`src/rtl/ysyx_axi_arbiter.sv`:
```
// ysyx_axi_arbiter: round-robin N-to-1 arbiter onto a single-beat AXI4 master.
// Define YSYX_ARB_TIMEOUT_EN to add a per-transaction watchdog of TIMEOUT cycles.
module ysyx_axi_arbiter #(
   parameter int ADDR_W  = 32,
   parameter int NREQ    = 3,
   parameter int TIMEOUT = 255
) (
   input  logic                   clk,
   input  logic                   rst,
   input  logic [NREQ-1:0]        req_valid,
   input  logic [NREQ-1:0]        req_write,
   input  logic [NREQ*ADDR_W-1:0] req_addr,
   input  logic [NREQ*32-1:0]     req_wdata,
   input  logic [NREQ*4-1:0]      req_wstrb,
   output logic [NREQ-1:0]        req_ready,
   output logic [NREQ-1:0]        rsp_valid,
   output logic [31:0]            rsp_rdata,
   output logic                   rsp_err,
   output logic                   io_master_arvalid,
   input  logic                   io_master_arready,
   output logic [ADDR_W-1:0]      io_master_araddr,
   output logic [3:0]             io_master_arid,
   output logic [7:0]             io_master_arlen,
   output logic [2:0]             io_master_arsize,
   output logic [1:0]             io_master_arburst,
   input  logic                   io_master_rvalid,
   output logic                   io_master_rready,
   input  logic [1:0]             io_master_rresp,
   input  logic [63:0]            io_master_rdata,
   input  logic                   io_master_rlast,
   input  logic [3:0]             io_master_rid,
   output logic                   io_master_awvalid,
   input  logic                   io_master_awready,
   output logic [ADDR_W-1:0]      io_master_awaddr,
   output logic [3:0]             io_master_awid,
   output logic [7:0]             io_master_awlen,
   output logic [2:0]             io_master_awsize,
   output logic [1:0]             io_master_awburst,
   output logic                   io_master_wvalid,
   input  logic                   io_master_wready,
   output logic [63:0]            io_master_wdata,
   output logic [7:0]             io_master_wstrb,
   output logic                   io_master_wlast,
   input  logic                   io_master_bvalid,
   output logic                   io_master_bready,
   input  logic [1:0]             io_master_bresp,
   input  logic [3:0]             io_master_bid
);

   localparam int IW = (NREQ > 1) ? $clog2(NREQ) : 1;

   typedef enum logic [1:0] {S_IDLE, S_ADDR, S_DATA} state_e;

   state_e              state_q, state_d;
   logic [IW-1:0]       ptr_q, ptr_d;
   logic [IW-1:0]       g_q, g_d;
   logic                write_q, write_d;
   logic [ADDR_W-1:0]   addr_q, addr_d;
   logic [31:0]         wdata_q, wdata_d;
   logic [3:0]          mask_q, mask_d;
   logic                aw_done_q, aw_done_d;
   logic                w_done_q, w_done_d;
   logic [NREQ-1:0]     rsp_valid_q, rsp_valid_d;
   logic [31:0]         rsp_rdata_q, rsp_rdata_d;
   logic                rsp_err_q, rsp_err_d;
`ifdef YSYX_ARB_TIMEOUT_EN
   logic [7:0]          cnt_q, cnt_d;
`endif

   logic                found;
   logic [IW-1:0]       grant_idx;
   int                  j;
   logic [3:0]          mshift;
   logic [2:0]          size;
   logic                ar_fire, aw_fire, w_fire, r_fire, b_fire;
   logic                unused_w;

   // first requester at or after the pointer, wrapping around
   always_comb begin
      found     = 1'b0;
      grant_idx = '0;
      j         = 0;
      for (int k = 0; k < NREQ; k++) begin
         j = int'(ptr_q) + k;
         if (j >= NREQ) j = j - NREQ;
         if (!found && req_valid[j]) begin
            found     = 1'b1;
            grant_idx = IW'(j);
         end
      end
   end

   always_comb begin
      mshift = mask_q;
      size   = 3'd2;
      if (mask_q[0])      mshift = mask_q;
      else if (mask_q[1]) mshift = mask_q >> 1;
      else if (mask_q[2]) mshift = mask_q >> 2;
      else                mshift = mask_q >> 3;
      case (mshift)
         4'b0001: size = 3'd0;
         4'b0011: size = 3'd1;
         default: size = 3'd2;
      endcase
   end

   assign io_master_arvalid = (state_q == S_ADDR) && !write_q;
   assign io_master_awvalid = (state_q == S_ADDR) && write_q && !aw_done_q;
   assign io_master_wvalid  = (state_q == S_ADDR) && write_q && !w_done_q;
   assign io_master_wlast   = io_master_wvalid;
   assign io_master_rready  = (state_q == S_DATA) && !write_q;
   assign io_master_bready  = (state_q == S_DATA) && write_q;

   assign io_master_araddr  = addr_q;
   assign io_master_awaddr  = addr_q;
   assign io_master_arid    = 4'(g_q);
   assign io_master_awid    = 4'(g_q);
   assign io_master_arlen   = 8'd0;
   assign io_master_awlen   = 8'd0;
   assign io_master_arburst = 2'b01;
   assign io_master_awburst = 2'b01;
   assign io_master_arsize  = size;
   assign io_master_awsize  = size;
   assign io_master_wdata   = {wdata_q, wdata_q};
   assign io_master_wstrb   = addr_q[2] ? {mask_q, 4'b0} : {4'b0, mask_q};

   assign ar_fire = io_master_arvalid && io_master_arready;
   assign aw_fire = io_master_awvalid && io_master_awready;
   assign w_fire  = io_master_wvalid && io_master_wready;
   assign r_fire  = io_master_rvalid && io_master_rready;
   assign b_fire  = io_master_bvalid && io_master_bready;

   assign rsp_valid = rsp_valid_q;
   assign rsp_rdata = rsp_rdata_q;
   assign rsp_err   = rsp_err_q;

   assign unused_w = ^{io_master_rlast, io_master_rid, io_master_bid,
                       8'(TIMEOUT)};

   always_comb begin
      state_d     = state_q;
      ptr_d       = ptr_q;
      g_d         = g_q;
      write_d     = write_q;
      addr_d      = addr_q;
      wdata_d     = wdata_q;
      mask_d      = mask_q;
      aw_done_d   = aw_done_q;
      w_done_d    = w_done_q;
      rsp_valid_d = '0;
      rsp_rdata_d = rsp_rdata_q;
      rsp_err_d   = rsp_err_q;
      req_ready   = '0;
`ifdef YSYX_ARB_TIMEOUT_EN
      cnt_d       = cnt_q;
`endif
      unique case (state_q)
         S_IDLE: begin
            if (found && !rst) begin
               req_ready[grant_idx] = 1'b1;
               g_d       = grant_idx;
               write_d   = req_write[grant_idx];
               addr_d    = req_addr[int'(grant_idx)*ADDR_W +: ADDR_W];
               wdata_d   = req_wdata[int'(grant_idx)*32 +: 32];
               mask_d    = req_wstrb[int'(grant_idx)*4 +: 4];
               ptr_d     = (grant_idx == IW'(NREQ-1)) ? '0 : grant_idx + 1'b1;
               aw_done_d = 1'b0;
               w_done_d  = 1'b0;
               state_d   = S_ADDR;
`ifdef YSYX_ARB_TIMEOUT_EN
               cnt_d     = '0;
`endif
            end
         end
         S_ADDR: begin
            if (!write_q) begin
               if (ar_fire) state_d = S_DATA;
            end else begin
               aw_done_d = aw_done_q || aw_fire;
               w_done_d  = w_done_q || w_fire;
               if (aw_done_d && w_done_d) state_d = S_DATA;
            end
         end
         S_DATA: begin
            if (r_fire) begin
               rsp_valid_d[g_q] = 1'b1;
               rsp_rdata_d = addr_q[2] ? io_master_rdata[63:32]
                                       : io_master_rdata[31:0];
               rsp_err_d   = |io_master_rresp;
               state_d     = S_IDLE;
            end else if (b_fire) begin
               rsp_valid_d[g_q] = 1'b1;
               rsp_rdata_d = '0;
               rsp_err_d   = |io_master_bresp;
               state_d     = S_IDLE;
            end
         end
         default: state_d = S_IDLE;
      endcase
`ifdef YSYX_ARB_TIMEOUT_EN
      // a real completion in the last cycle wins over the watchdog
      if (state_q != S_IDLE) begin
         cnt_d = cnt_q + 8'd1;
         if (cnt_q == 8'(TIMEOUT-1) && state_d != S_IDLE) begin
            rsp_valid_d      = '0;
            rsp_valid_d[g_q] = 1'b1;
            rsp_err_d        = 1'b1;
            rsp_rdata_d      = '0;
            state_d          = S_IDLE;
         end
      end
`endif
   end

   always_ff @(posedge clk) begin
      if (rst) begin
         state_q     <= S_IDLE;
         ptr_q       <= '0;
         g_q         <= '0;
         write_q     <= 1'b0;
         addr_q      <= '0;
         wdata_q     <= '0;
         mask_q      <= '0;
         aw_done_q   <= 1'b0;
         w_done_q    <= 1'b0;
         rsp_valid_q <= '0;
         rsp_rdata_q <= '0;
         rsp_err_q   <= 1'b0;
`ifdef YSYX_ARB_TIMEOUT_EN
         cnt_q       <= '0;
`endif
      end else begin
         state_q     <= state_d;
         ptr_q       <= ptr_d;
         g_q         <= g_d;
         write_q     <= write_d;
         addr_q      <= addr_d;
         wdata_q     <= wdata_d;
         mask_q      <= mask_d;
         aw_done_q   <= aw_done_d;
         w_done_q    <= w_done_d;
         rsp_valid_q <= rsp_valid_d;
         rsp_rdata_q <= rsp_rdata_d;
         rsp_err_q   <= rsp_err_d;
`ifdef YSYX_ARB_TIMEOUT_EN
         cnt_q       <= cnt_d;
`endif
      end
   end

endmodule

```
`config.mk`:
```
export PLATFORM = sky130hd
export DESIGN_NAME = ysyx_axi_arbiter
export DESIGN_NICKNAME = d
export VERILOG_FILES = /design/src/rtl/ysyx_axi_arbiter.sv
export SDC_FILE = /design/constraint.sdc
export NUM_CORES = 1
export LEC_CHECK = 0
export BUFFER_PORTS_ARGS = -buffer_cell sky130_fd_sc_hd__buf_4
export CORE_AREA = 5 5 196 198
export DETAILED_ROUTE_END_ITERATION = 6
export DIE_AREA = 0 0 201 203
export HOLD_SLACK_MARGIN = 0.05
export PLACE_DENSITY = 0.53
export SYNTH_ARGS = -nofsm -noshare
export SYNTH_HDL_FRONTEND = slang
export SYNTH_SLANG_ARGS = --single-unit
```
`constraint.sdc`:
```
create_clock -name clk -period 3 [get_ports clk]
set_input_delay 0.3 -clock clk [delete_from_list [all_inputs] [get_ports clk]]
set_output_delay 0.3 -clock clk [all_outputs]
set_load 0.1 [all_outputs]
```
# Word-level counts from Yosys, hierarchy flattened
# Index checks and enable logic that the tools add are counted.
dict set report word_totals {
  mem_bits_ro 0
  latch_bits 0
  n_memories 0
  elab_cells 128
  ramBits 0
  ff_bits 113
}
dict set report classes {
  mul 0
  n_reduce_logical 35
  addsub 6
  div 0
  n_eq_ne 10
  order_cmp 10
  bitwise_logic 1
  shifts 3
  muxes 51
}
# op n
set ops {}
lappend ops {{32-bit 2-to-1 mux} 6}
lappend ops {{96-bit by 8-bit variable part select with 32-bit output} 2}
lappend ops {{32-bit by 4-bit less-than comparator with 1-bit output (second input constant)} 3}
lappend ops {{2-bit 2-to-1 mux} 11}
lappend ops {{1-bit logical AND} 17}
lappend ops {{1-bit 2-to-1 mux} 17}
lappend ops {{3-bit 2-to-1 mux} 5}
lappend ops {{12-bit by 5-bit variable part select with 4-bit output} 1}
lappend ops {{1-bit binary-select mux with 2-bit select} 4}
lappend ops {{8-bit 2-to-1 mux} 1}
lappend ops {{3-bit by 2-bit subtractor with 4-bit output (second input constant)} 2}
lappend ops {{3-bit by 2-bit greater-or-equal comparator with 1-bit output (second input constant)} 2}
lappend ops {{1-bit logical NOT} 6}
lappend ops {{2-bit by 3-bit less-than comparator with 1-bit output (second input constant)} 2}
lappend ops {{3-bit != test (second input constant)} 2}
lappend ops {{2-bit one-hot mux with 3 select lines} 1}
lappend ops {{2-bit OR reduction} 3}
lappend ops {{1-bit demux with 2-bit select} 2}
lappend ops {{2-bit == test (second input constant)} 2}
lappend ops {{4-bit by 1-bit == test with 1-bit output (second input constant)} 1}
lappend ops {{4-bit by 2-bit == test with 1-bit output (second input constant)} 1}
lappend ops {{2-bit by 1-bit greater-or-equal comparator with 1-bit output (second input constant)} 2}
lappend ops {{4-bit 2-to-1 mux} 1}
lappend ops {{2-bit != test (second input constant)} 2}
lappend ops {{16 further kinds} 20}

# Longest topological paths before layout
dict set report depth {
  depth_word 18
  depth_mapped 11
  ltp_nobuf 8
}

# Least setup slack after synthesis
# Ideal clock, no wire load.
dict set report synth_timing {
  path_kind {reg-to-output}
  from {reg mask_q[0]}
  to {out io_master_awsize[0]}
  arrival_ns 3.439
  path_stages_with_launch 4
  setup_slack_ns -0.739
  t_required_ns 2.700
  path_buffers 2
  path_cell_list {dfxtp_1 > clkbuf_1 > o32ai_1 > buf_4}
}
dict set report synth_between {
  elab_chain_len 3
}
# element line
set synth_rtl {}
lappend synth_rtl {{start, declared} 60} ;# logic [3:0] mask_q, mask_d;
lappend synth_rtl {{start signal, assigned} 239} ;# mask_q <= mask_d;
lappend synth_rtl {{4-bit 2-to-1 mux *} 96} ;# if (mask_q[0]) mshift = mask_q;
lappend synth_rtl {{4-bit by 2-bit == test with 1-bit output or 4-bit by 1-bit == test with 1-bit output (tied branches)} 100} ;# case (mshift)
lappend synth_rtl {{2-bit one-hot mux with 2 select lines *} 100}
lappend synth_rtl {{end, declared} 37} ;# output logic [2:0] io_master_awsize,
# Mark *: on every way between the ends. The rest lies on a longest branch, timed or not.

# Worst setup path after layout
dict set report layout_timing {
  from {reg ptr_q[1]}
  to {out req_ready[0]}
}
dict set report layout_between {
  elab_chain_len 18
}
# element line
set layout_rtl {}
lappend layout_rtl {{start, declared} 55} ;# logic [IW-1:0] ptr_q, ptr_d;
lappend layout_rtl {{start signal, assigned} 234} ;# ptr_q <= ptr_d;
lappend layout_rtl {{branches (longest 16 deep; another with 3-bit by 2-bit subtractor with 4-bit output)} n/a}
lappend layout_rtl {{3-bit 2-to-1 mux *} 159} ;# if (found && !rst) begin
lappend layout_rtl {{3-bit 2-to-1 mux *} 157} ;# unique case (state_q)
lappend layout_rtl {{end, declared} 15} ;# output logic [NREQ-1:0] req_ready,
# Mark *: on every way between the ends. The select of a mux whose other input is x is not followed.

==> results.md <==
* Final core utilization at 30.6%
* Max-slew violations at 0
* Worst Setup End Kind: output port
* Die Span X at roughly 200 µm
* DRC at 0
* Area of the multi-input gates at ~3700 µm²
* Setup ws final at between 0.15 and 0.2 ns
* Startpoint Class: register
* Period minus WS final at ~2.8 ns
* Crit path from: ptr_q[1]$_SDFFE_PP0P_
* R2R depth at 11
* Most frequent cells in the layout: 496 x buf_4, 112 x dfxtp_1, 70 x mux2i_1, 70 x o21ai_2, 68 x a22oi_2
* Post-Syn Area at 6980 µm²
* Htree depth at 4
* Clock Path Buffers at 2
* Yosys warns at 0
* Critical path class: register to output port
* Hold crit path type: primary input to register
* Worst r2r src: ptr_q[1]$_SDFFE_PP0P_
* Cells after Synth at between 600 and 700
* Final TNS setup at 0 ns
* Fillcell total at between 3,000 and 4,000
* Register area share after synthesis at between 30% and 40%
* CORE AREA at roughly 36,000 µm²
* Max Cap Viol at 0
* Area delta synth->final at 59.3%
* Slowest stage delay, CP at 0.41 ns
* DR vias at approximately 6,400
* Vias per cell at roughly 4.1
* Status: completed
* Layout net count at between 1,000 and 1,500
* R2r endpoint: io_master_araddr[23]$_SDFFE_PP0P_
* GRT Total Usage at about an eighth
* Worst slack after detailed placement at between 0.2 and 0.3 ns
* Crit path to: req_ready[0]
* Crit-path max FO at 9
* First-pass GRT wire length at ~40 mm
* Final HPWL DP at 21.8 mm
* Worst-Margin Slew at around 0.77 ns
* Die H at between 200 and 250 µm
* IO Pins at ~500
* Placer Congestion at 0.781
* Worst path cell trace: inv_1 -> ha_2 -> mux2i_2 -> o21ai_4 -> o32ai_4 -> or2_4 -> nor2_2 -> buf_6
* DR iter-0 viols at between 150 and 200
* Clock net sink count at 113
* Crit path arrival time at around 2.5 ns
* Commonest non-fill, non-tap cell in the layout: buf_4
* WL/cell at about 18 µm
* # rows at 70
* Distinct cells, synth at 47
* Reg2reg setup slack at roughly 0.33 ns
* Pre-Repair DR Iteration Count at 4
* Post-route ant nets at 0
* Antenna cells at 0
* Initial antenna violation count at 0
* Input/output buffers at approximately 470
* Clk slew on worst S/H paths at 0.06 ns
* Fraction of layout cells with a size suffix above 1 at about two thirds
* Gr ovfl total at 0
* Register area at around 2300 µm²
* Max-slew headroom at 48.5%
* Setup violations, final at 0
* Unrepaired setup endpoints after global routing: false
* CTS Root Buffer Type: clkbuf_16
* Leakage power at just over 0.005 µW
* Synthesized area per cell at a little over 10 µm²
* Total CTS buffers at 17
* Synth Register Bits at about 110
* Pwr dens at 1310 nW/µm²
* Initial Util at between 10% and 20%
* Worst-case hold slack at 0.0959 ns
* Vias in the first global route at about 6,700
* CTS tree: yes
* Final wirelength at 27.3 mm
* DIE AREA at between 40,000 and 50,000 µm²
* Later-pin clock latency in the skew report at approximately 0.42 ns
* Fmax at roughly 360 MHz
* Clk_skew at about 0.0073 ns
* Critical Path RT at 2.70 ns
* Worst VDD drop at approximately 800 µV
* Power after layout at around 15,000 µW
* Slowest CP cell: dfxtp_1
* Largest net degree at the start of global routing at 39
* Final period util at between 90% and 100%
* Final hold viol count at 0
==> power by group <==
group / switching (µW) / internal (µW) / leakage (µW) / total, µW
logic: 7350 / 2580 / 0.00381 / 9930
registers: 513 / 1910 / 0.000928 / 2430
clock network: 747 / 1420 / 0.000299 / 2170
total: 8610 / 5920 / 0.00504 / 14500
==> metrics by stage <==
step	cell area (µm²)	instances
floorplan	7090	696
global placement	10400	1520
detailed placement	10400	1520
CTS	11100	1554
global route	11100	1556
finish	11100	1556
==> cells in the mapped netlist (all sizes together) <==
cell / n / area share (%)
o22ai: 2 / 0.18
inv: 9 / 0.48
a221oi: 1 / 0.13
a21oi: 10 / 0.72
or2: 1 / 0.090
clkbuf: 15 / 0.81
nand2: 12 / 0.64
nor3: 6 / 0.50
a31o: 1 / 0.13
nand2b: 4 / 0.36
nor4: 2 / 0.18
nor3b: 1 / 0.11
and2: 9 / 0.81
nor2b: 8 / 0.72
mux2: 32 / 5.2
o32ai: 2 / 0.52
a211oi: 1 / 0.11
nor2: 44 / 2.4
a21boi: 1 / 0.11
nand3b: 2 / 0.21
a2bb2oi: 1 / 0.13
a311oi: 1 / 0.13
ha: 4 / 0.72
o31ai: 2 / 0.41
and2b: 2 / 0.21
a32oi: 1 / 0.13
xor2: 1 / 0.13
mux2i: 72 / 10
dfxtp: 113 / 32
o2bb2a: 1 / 0.14
buf: 132 / 16
o31a: 1 / 0.13
nor4b: 1 / 0.13
o22a: 1 / 0.13
o21ai: 72 / 9.1
a22oi: 101 / 16
conb: 2 / 0.11
a21o: 1 / 0.11
==> cell families (layout without fill, tap and decap cells) <==
group,after synthesis,in the layout,synth area share [%]
AOI/OAI and AO/OA,200,200,28.0
other,2,26,0.108
adders and majority gates,4,4,0.717
muxes,104,104,15.5
xor gates and xnor gates,1,1,0.125
and+or+nand+nor,92,92,6.32
buffers and inverters,156,548,16.8
DFF,113,113,32.4
==> sequential cells by signal (all words and copies together) (netlist names) <==
register	flops
rsp_rdata	32
rsp_err	1
g_q	2
wdata_q	32
state_q	2
write_q	1
w_done_q	1
mask_q	4
ptr_q	2
aw_done_q	1
rsp_valid	3
io_master_araddr	32
==> critical path, delay by kind of cell, from the launching register on <==
kind	cells	cell delay, ns
AOI/OAI and AO/OA	2	0.48
and+or+nand+nor	2	0.43
DFF	1	0.41
buffers and inverters	2	0.32
adders and majority gates	1	0.24
muxes	1	0.19
==> per-layer routing <==
layer	routed length, µm	up-vias	track usage (%)	part of all wire [%]
met5	0	-	0	0
met4	388	0	3.49	1.4
met3	2240	18	4.79	8.2
met2	14000	294	22.6	51
met1	10600	2979	14.0	39
li1	-	3122	-	-
==> repair_timing <==
| item | in CTS | in global routing |
|---|---|---|
| resized for setup | 3 | 5 |
| hold endpoints to repair | 1 | 0 |
| setup buffers | 2 | 2 |
| setup endpoints to repair | 2 | 3 |
| pin swaps | 1 | 0 |
| hold buffers | 1 | 0 |
==> cell type report <==
type                            instances  share of cell area (%)
Sequential cell                       113                    20.3
Timing Repair Buffer                  508                    35.3
Multi-Input combinational cell        427                    33.2
Clock buffer                           21                    4.14
Tap cell                              468                    5.26
Clock inverter                         10                    1.43
Inverter                                9                   0.304
==> worst min path at each step <==
stage                                  startpoint                                 to  cells past startpoint
final                                req_wstrb[8]             mask_q[0]$_SDFFE_PP0P_                      3
after global routing                 req_addr[92]  io_master_araddr[28]$_SDFFE_PP0P_                      3
after CTS                           req_wdata[65]            wdata_q[1]$_SDFFE_PP0P_                      3
after detailed placement  wdata_q[5]$_SDFFE_PP0P_            wdata_q[5]$_SDFFE_PP0P_                      2
after global placement       rsp_err$_SDFFE_PP0P_               rsp_err$_SDFFE_PP0P_                      2
after floorplan                      req_addr[64]   io_master_araddr[0]$_SDFFE_PP0P_                      2
No activity file was read; power rests on OpenSTA's default activity.
